--- config.mk ---
export PLATFORM = sky130hd
export DESIGN_NAME = reply_seq_flat
export DESIGN_NICKNAME = d
export VERILOG_FILES = /design/src/rtl/reply_seq_if.sv /design/src/rtl/reply_seq.sv /design/src/flat_wrapper.sv
export SDC_FILE = /design/constraint.sdc
export NUM_CORES = 1
export LEC_CHECK = 0
export ABC_AREA = 1
export BUFFER_PORTS_ARGS = -buffer_cell sky130_fd_sc_hd__buf_2
export CAP_MARGIN = 20
export CORE_ASPECT_RATIO = 0.8
export CORE_MARGIN = 10
export CORE_UTILIZATION = 23
export DETAILED_ROUTE_END_ITERATION = 10
export SLEW_MARGIN = 25
export SYNTH_ARGS = -nofsm -noshare
export SYNTH_HDL_FRONTEND = slang
export SYNTH_SLANG_ARGS = --single-unit
--- constraint.sdc ---
create_clock -name clk -period 1.9 [get_ports clk]
set_input_delay 0.095 -clock clk [delete_from_list [all_inputs] [get_ports clk]]
set_output_delay 0.095 -clock clk [all_outputs]
set_load 0.1 [all_outputs]
--- src/rtl/reply_seq_if.sv ---
// Handshake bundle between reply_seq, the command dispatcher and the UART rx/tx cores.
interface reply_seq_if #(
  parameter int CNT_BYTES = 2
);
  logic                   activate;
  logic                   done;
  logic                   aborted;
  logic [8*CNT_BYTES-1:0] sent;
  logic                   rx_ready;
  logic [7:0]             rx_data;
  logic                   tx_active;
  logic                   tx_done;
  logic                   tx_start;
  logic [7:0]             tx_data;

  // Dispatcher/UART side.
  modport master (
    output activate, rx_ready, rx_data, tx_active, tx_done,
    input  done, aborted, sent, tx_start, tx_data
  );

  // Command handler side.
  modport slave (
    input  activate, rx_ready, rx_data, tx_active, tx_done,
    output done, aborted, sent, tx_start, tx_data
  );
endinterface

--- src/rtl/reply_seq.sv ---
// UART command handler: reads a mode byte and a little-endian length, then
// replies with generated bytes and an optional XOR checksum trailer.
//
// state    | meaning
// ---------+--------------------------------------------------------------
// IDLE     | not owned by dispatcher; done/aborted low
// HDR_MODE | waiting for the mode byte
// HDR_CNT  | collecting the length bytes, LSB first
// SEND     | waiting for an idle transmitter, then launching a data byte
// WAIT_TX  | data byte in flight; abort requests are latched here
// SEND_CHK | waiting for an idle transmitter, then launching the checksum
// WAIT_CHK | checksum byte in flight
// DONE     | command finished; done held until activate drops
module reply_seq #(
  parameter int         CNT_BYTES  = 2,
  parameter logic [7:0] START_VAL  = 8'h00,
  parameter logic [7:0] ABORT_BYTE = 8'h55,
  parameter int         CHECKSUM   = 1
) (
  input logic        clk,
  input logic        reset,
  reply_seq_if.slave bus
);

  localparam int CW = 8 * CNT_BYTES;
  // An all-zero LFSR would lock up, so a zero start value seeds it with 1.
  localparam logic [7:0] LFSR_SEED = (START_VAL == 8'h00) ? 8'h01 : START_VAL;

  typedef enum logic [2:0] {
    IDLE, HDR_MODE, HDR_CNT, SEND, WAIT_TX, SEND_CHK, WAIT_CHK, DONE
  } state_t;

  state_t          state;
  logic [1:0]      mode;
  logic [CW-1:0]   count;
  logic [CW-1:0]   count_next;
  logic [2:0]      idx;
  logic [7:0]      val;
  logic [7:0]      chk;
  logic            abort_pend;
  logic            abort_hit;
  logic            last_byte;

  function automatic logic [7:0] advance(input logic [1:0] m, input logic [7:0] v);
    logic [7:0] r;
    unique case (m)
      2'd0:    r = v + 8'd1;
      2'd1:    r = v - 8'd1;
      2'd2:    r = v;
      default: r = {v[6:0], v[7] ^ v[5] ^ v[4] ^ v[3]};
    endcase
    return r;
  endfunction

  assign abort_hit = bus.rx_ready && (bus.rx_data == ABORT_BYTE);
  assign last_byte = (idx == 3'(CNT_BYTES - 1));

  // Length register with the incoming byte merged at the current index.
  always_comb begin
    count_next = count;
    for (int i = 0; i < CNT_BYTES; i++) begin
      if (idx == 3'(i)) count_next[8*i +: 8] = bus.rx_data;
    end
  end

  // Sequencer with registered outputs; tx_start is a single-cycle pulse.
  always_ff @(posedge clk) begin
    if (reset) begin
      state       <= IDLE;
      mode        <= 2'd0;
      count       <= '0;
      idx         <= 3'd0;
      val         <= 8'h00;
      chk         <= 8'h00;
      abort_pend  <= 1'b0;
      bus.done     <= 1'b0;
      bus.aborted  <= 1'b0;
      bus.sent     <= '0;
      bus.tx_start <= 1'b0;
      bus.tx_data  <= 8'h00;
    end else begin
      bus.tx_start <= 1'b0;
      if (state != IDLE && !bus.activate) begin
        state       <= IDLE;
        bus.done    <= 1'b0;
        bus.aborted <= 1'b0;
      end else begin
        unique case (state)
          IDLE: begin
            bus.done    <= 1'b0;
            bus.aborted <= 1'b0;
            if (bus.activate) begin
              state      <= HDR_MODE;
              bus.sent   <= '0;
              count      <= '0;
              chk        <= 8'h00;
              idx        <= 3'd0;
              abort_pend <= 1'b0;
            end
          end
          HDR_MODE: begin
            if (bus.rx_ready) begin
              mode  <= bus.rx_data[1:0];
              state <= HDR_CNT;
            end
          end
          HDR_CNT: begin
            if (bus.rx_ready) begin
              count <= count_next;
              idx   <= idx + 3'd1;
              if (last_byte) begin
                val <= (mode == 2'd3) ? LFSR_SEED : START_VAL;
                if (count_next == '0) begin
                  state    <= DONE;
                  bus.done <= 1'b1;
                end else begin
                  state <= SEND;
                end
              end
            end
          end
          SEND: begin
            if (abort_hit) begin
              state       <= DONE;
              bus.done    <= 1'b1;
              bus.aborted <= 1'b1;
            end else if (!bus.tx_active) begin
              bus.tx_start <= 1'b1;
              bus.tx_data  <= val;
              chk          <= chk ^ val;
              bus.sent     <= bus.sent + CW'(1);
              val          <= advance(mode, val);
              state        <= WAIT_TX;
            end
          end
          WAIT_TX: begin
            if (abort_hit) abort_pend <= 1'b1;
            if (bus.tx_done) begin
              if (abort_pend || abort_hit) begin
                state       <= DONE;
                bus.done    <= 1'b1;
                bus.aborted <= 1'b1;
              end else if (bus.sent == count) begin
                if (CHECKSUM != 0) begin
                  state <= SEND_CHK;
                end else begin
                  state    <= DONE;
                  bus.done <= 1'b1;
                end
              end else begin
                state <= SEND;
              end
            end
          end
          SEND_CHK: begin
            if (!bus.tx_active) begin
              bus.tx_start <= 1'b1;
              bus.tx_data  <= chk;
              state        <= WAIT_CHK;
            end
          end
          WAIT_CHK: begin
            if (bus.tx_done) begin
              state    <= DONE;
              bus.done <= 1'b1;
            end
          end
          DONE: begin
            bus.done <= 1'b1;
          end
          default: state <= IDLE;
        endcase
      end
    end
  end

endmodule

--- src/flat_wrapper.sv ---
// flat-port wrapper written by rule: the top's interface ports become plain ports
module reply_seq_flat 
#(
  parameter int         CNT_BYTES  = 2,
  parameter logic [7:0] START_VAL  = 8'h00,
  parameter logic [7:0] ABORT_BYTE = 8'h55,
  parameter int         CHECKSUM   = 1
)
  (clk, reset, bus_activate, bus_rx_ready, bus_rx_data, bus_tx_active, bus_tx_done, bus_done, bus_aborted, bus_sent, bus_tx_start, bus_tx_data);
  reply_seq_if #(.CNT_BYTES(CNT_BYTES)) bus_i ();
  input logic clk;
  input logic reset;
  input wire logic [$bits(bus_i.activate)-1:0] bus_activate;
  input wire logic [$bits(bus_i.rx_ready)-1:0] bus_rx_ready;
  input wire logic [$bits(bus_i.rx_data)-1:0] bus_rx_data;
  input wire logic [$bits(bus_i.tx_active)-1:0] bus_tx_active;
  input wire logic [$bits(bus_i.tx_done)-1:0] bus_tx_done;
  output wire logic [$bits(bus_i.done)-1:0] bus_done;
  output wire logic [$bits(bus_i.aborted)-1:0] bus_aborted;
  output wire logic [$bits(bus_i.sent)-1:0] bus_sent;
  output wire logic [$bits(bus_i.tx_start)-1:0] bus_tx_start;
  output wire logic [$bits(bus_i.tx_data)-1:0] bus_tx_data;
  assign bus_i.activate = bus_activate;
  assign bus_i.rx_ready = bus_rx_ready;
  assign bus_i.rx_data = bus_rx_data;
  assign bus_i.tx_active = bus_tx_active;
  assign bus_i.tx_done = bus_tx_done;
  assign bus_done = bus_i.done;
  assign bus_aborted = bus_i.aborted;
  assign bus_sent = bus_i.sent;
  assign bus_tx_start = bus_i.tx_start;
  assign bus_tx_data = bus_i.tx_data;
  reply_seq #(.CNT_BYTES(CNT_BYTES), .START_VAL(START_VAL), .ABORT_BYTE(ABORT_BYTE), .CHECKSUM(CHECKSUM)) u_core (.clk(clk), .reset(reset), .bus(bus_i));
endmodule
==> impl_metrics.json <==
{
  "outcome": "complete, no violations",
  "grt_pass1_vias": 4101,
  "skew_ps": 7.68,
  "powerDensity_mw_per_mm2": 1180,
  "die_w_um": 171,
  "r2r-start": "u_core.idx[0]",
  "syn-cell-area_mm2": 0.00422,
  "portBuffers": 40,
  "hp-start": "bus_tx_active",
  "die_h_um": 141,
  "syn_inst": 694,
  "layout_commonest_cell": "nand2_1",
  "total_power_w": 0.00615,
  "core_mm2": 0.0181,
  "hold_path_class": "in -> reg",
  "syn2layout_area_growth_pct": 23.7,
  "wl_um": 13300,
  "critical_path_class": "reg -> reg",
  "ys_seq_area_share_pct": 32.3,
  "synthesis.nets": 713,
  "grt_util_all_layers_pct": 11.1,
  "synthArstFlopShare_pct": 0,
  "nets": 771,
  "worst-path-buf-inv": 2,
  "finalCritPeriodShare_pct": 93.4,
  "worstSkewPairLatency_ps": 330,
  "wl_per_cell_um": 13.5,
  "cts_buffers": 9,
  "cp.required_ps": 2170,
  "vias": 4509,
  "path_clk_slew_ps": 60,
  "worst_pin_slew_ps": 540,
  "cap_violations": 0,
  "die_area_mm2": 0.0242,
  "worstSetupStartpointType": "flop",
  "startpoint": "u_core.idx[0]",
  "antennaDiodeCount": 0,
  "initial_core_util_pct": 23.3,
  "drv_slew": 0,
  "endpoint_kind": "flop",
  "dp_hpwl_um": 10200,
  "ios": 41,
  "htree_levels": 3,
  "min_period_ps": 1770,
  "drive_gt1_share_pct": 19.8,
  "synth_cell_type_count": 37,
  "antenna_left": 0,
  "cp_top_family": "simple AND/OR/NAND/NOR gates",
  "via_per_inst": 4.57,
  "critPathArrivalTime_ps": 2040,
  "syn_area_per_cell_um2": 6.07,
  "synth_edf_count": 0,
  "drt_iter0_markers": 395,
  "cp_slowest_cell": "dfxtp_4",
  "max_freq_mhz": 564,
  "setup_tns_ps": 0,
  "mostFrequentLayoutCells": "nand2_1, inv_1, nor2_1",
  "grt_max_degree": 28,
  "synth-main-ff-cell": "dfxtp_1",
  "clk_path_buf_depth": 2,
  "hold_violations": 0,
  "num_rows": 44,
  "overflow": 0,
  "antenna_found_initial": 0,
  "nFillCells": 2010,
  "synth_seq_cells": 68,
  "place.gp.congestion": 0.906,
  "p_leak_nw": 2.19,
  "path_cells": "inv_1, ha_2, buf_4, nand3_1, nand2_2, nor2_2, nand2_1, nor2_4, nand2_2, nand2_2, nand4_1, a21oi_1",
  "ys_warn_count": 0,
  "path_max_fanout": 8,
  "slew_headroom_pct": 64.3,
  "cp_common_cell": "nand2_2",
  "critPathMaxStageDelay_ps": 370,
  "cts_tree": "done",
  "cts-root-buf": "clkbuf_16",
  "finalSetupViolCount": 0,
  "cts.sinks": 68,
  "grt_pass1_wl_um": 21600,
  "peakVddDrop_uv": 647,
  "first_pass_iters": 5,
  "drc": 0
}
[timing repair]
| item | in CTS | in global routing |
|---|---|---|
| endpoints found under the setup margin | 0 | 54 |
| resized for setup | 0 | 40 |
| hold buffers | 0 | 0 |
| setup buffers | 0 | 2 |
[final cells by class]
| class | instances | area (um2) | area share (%) |
|---|---|---|---|
| inverters | 87 | 348 | 6.67 |
| flip-flops and latches | 68 | 1390 | 26.7 |
| well taps | 230 | 288 | 5.52 |
| multi-input cells | 517 | 2490 | 47.7 |
| clock inverters | 6 | 41.3 | 0.792 |
| repair buffers | 69 | 430 | 8.26 |
| clock buffers | 9 | 225 | 4.32 |
[worst reg2reg max path, stage by stage, from the launching register on]
cell and delay (ps):
dfxtp_4 370, inv_1 60, ha_2 190, buf_4 160
nand3_1 120, nand2_2 70, nor2_2 100, nand2_1 110
nor2_4 150, nand2_2 70, nand2_2 70, nand4_1 90
a21oi_1 140
[cells by family (layout without fill, tap and decap cells)]
kind of cell | count (synthesis) | after routing | synth area share [%]
buf+inv | 109 | 171 | 10.8
flops | 68 | 68 | 32.3
simple gates | 383 | 383 | 38.1
xor+xnor | 9 | 9 | 1.87
fa+ha+maj | 5 | 5 | 1.48
compound gates | 120 | 120 | 15.4
[synthesized netlist by cell type, types with 3 or more instances]
cell type / instances / area share (%)
a21oi_1: 56 / 6.6
dfxtp_1: 68 / 32
nor3_1: 16 / 1.9
clkbuf_1: 11 / 0.98
inv_2: 3 / 0.27
nand3_1: 50 / 5.9
nor2_2: 8 / 1.2
xor2_1: 7 / 1.5
nand2_1: 220 / 20
a31oi_1: 9 / 1.3
buf_6: 4 / 1.1
o21ai_0: 43 / 5.1
nor2_1: 74 / 6.6
buf_2: 6 / 0.71
ha_1: 5 / 1.5
nand4_1: 5 / 0.74
inv_1: 81 / 7.2
o211ai_1: 3 / 0.53
[power breakdown]
group          leakage, nW  internal [W]  switching (W)
combinational         1.50      0.000866        0.00191
clock                0.132      0.000876       0.000651
sequential           0.562       0.00164       0.000213
[per-layer routing]
metal | global-route usage, % | up-vias | part of all wire [%]
met5 | 0 | - | 0
met4 | 2.15 | 0 | 0.67
met3 | 3.18 | 9 | 8.7
met2 | 15.2 | 166 | 40
met1 | 16.5 | 1987 | 51
li1 | - | 2347 | -
[state kept, by name (all words and copies together), names as in the netlist]
| signal | flops |
|---|---|
| u_core.count | 16 |
| u_core.bus.tx_data | 8 |
| u_core.state | 3 |
| u_core.bus.aborted | 1 |
| u_core.idx | 3 |
| u_core.val | 8 |
| u_core.abort_pend | 1 |
| u_core.bus.sent | 16 |
| u_core.bus.done | 1 |
| u_core.chk | 8 |
| u_core.mode | 2 |
| u_core.bus.tx_start | 1 |
[path summary, 6_finish.rpt]
| check | endpoint | slack, ps | depth (start not counted) |
|---|---|---|---|
| worst max-delay path | u_core.bus.done | 130 | 12 |
| worst min-delay path | u_core.bus.tx_start | 30 | 2 |
| worst max register to register | u_core.bus.done | 130 | 12 |
| worst min register to register | u_core.bus.aborted | 450 | 2 |
[per-stage QoR]
step                cells  setup slack, ps  utilization, %  hold WS, ps  area, um2
finish                986              126            28.9         28.4       5210
global route          986            -16.8            28.9         32.4       5210
CTS                   984             31.3            28.1         22.3       5070
detailed placement    969             44.0            26.6          373       4800
global placement      969             70.5            26.6          375       4800
floorplan             694            -32.9               -          173       4240
Note: power is estimated with default switching activity, not from simulation.
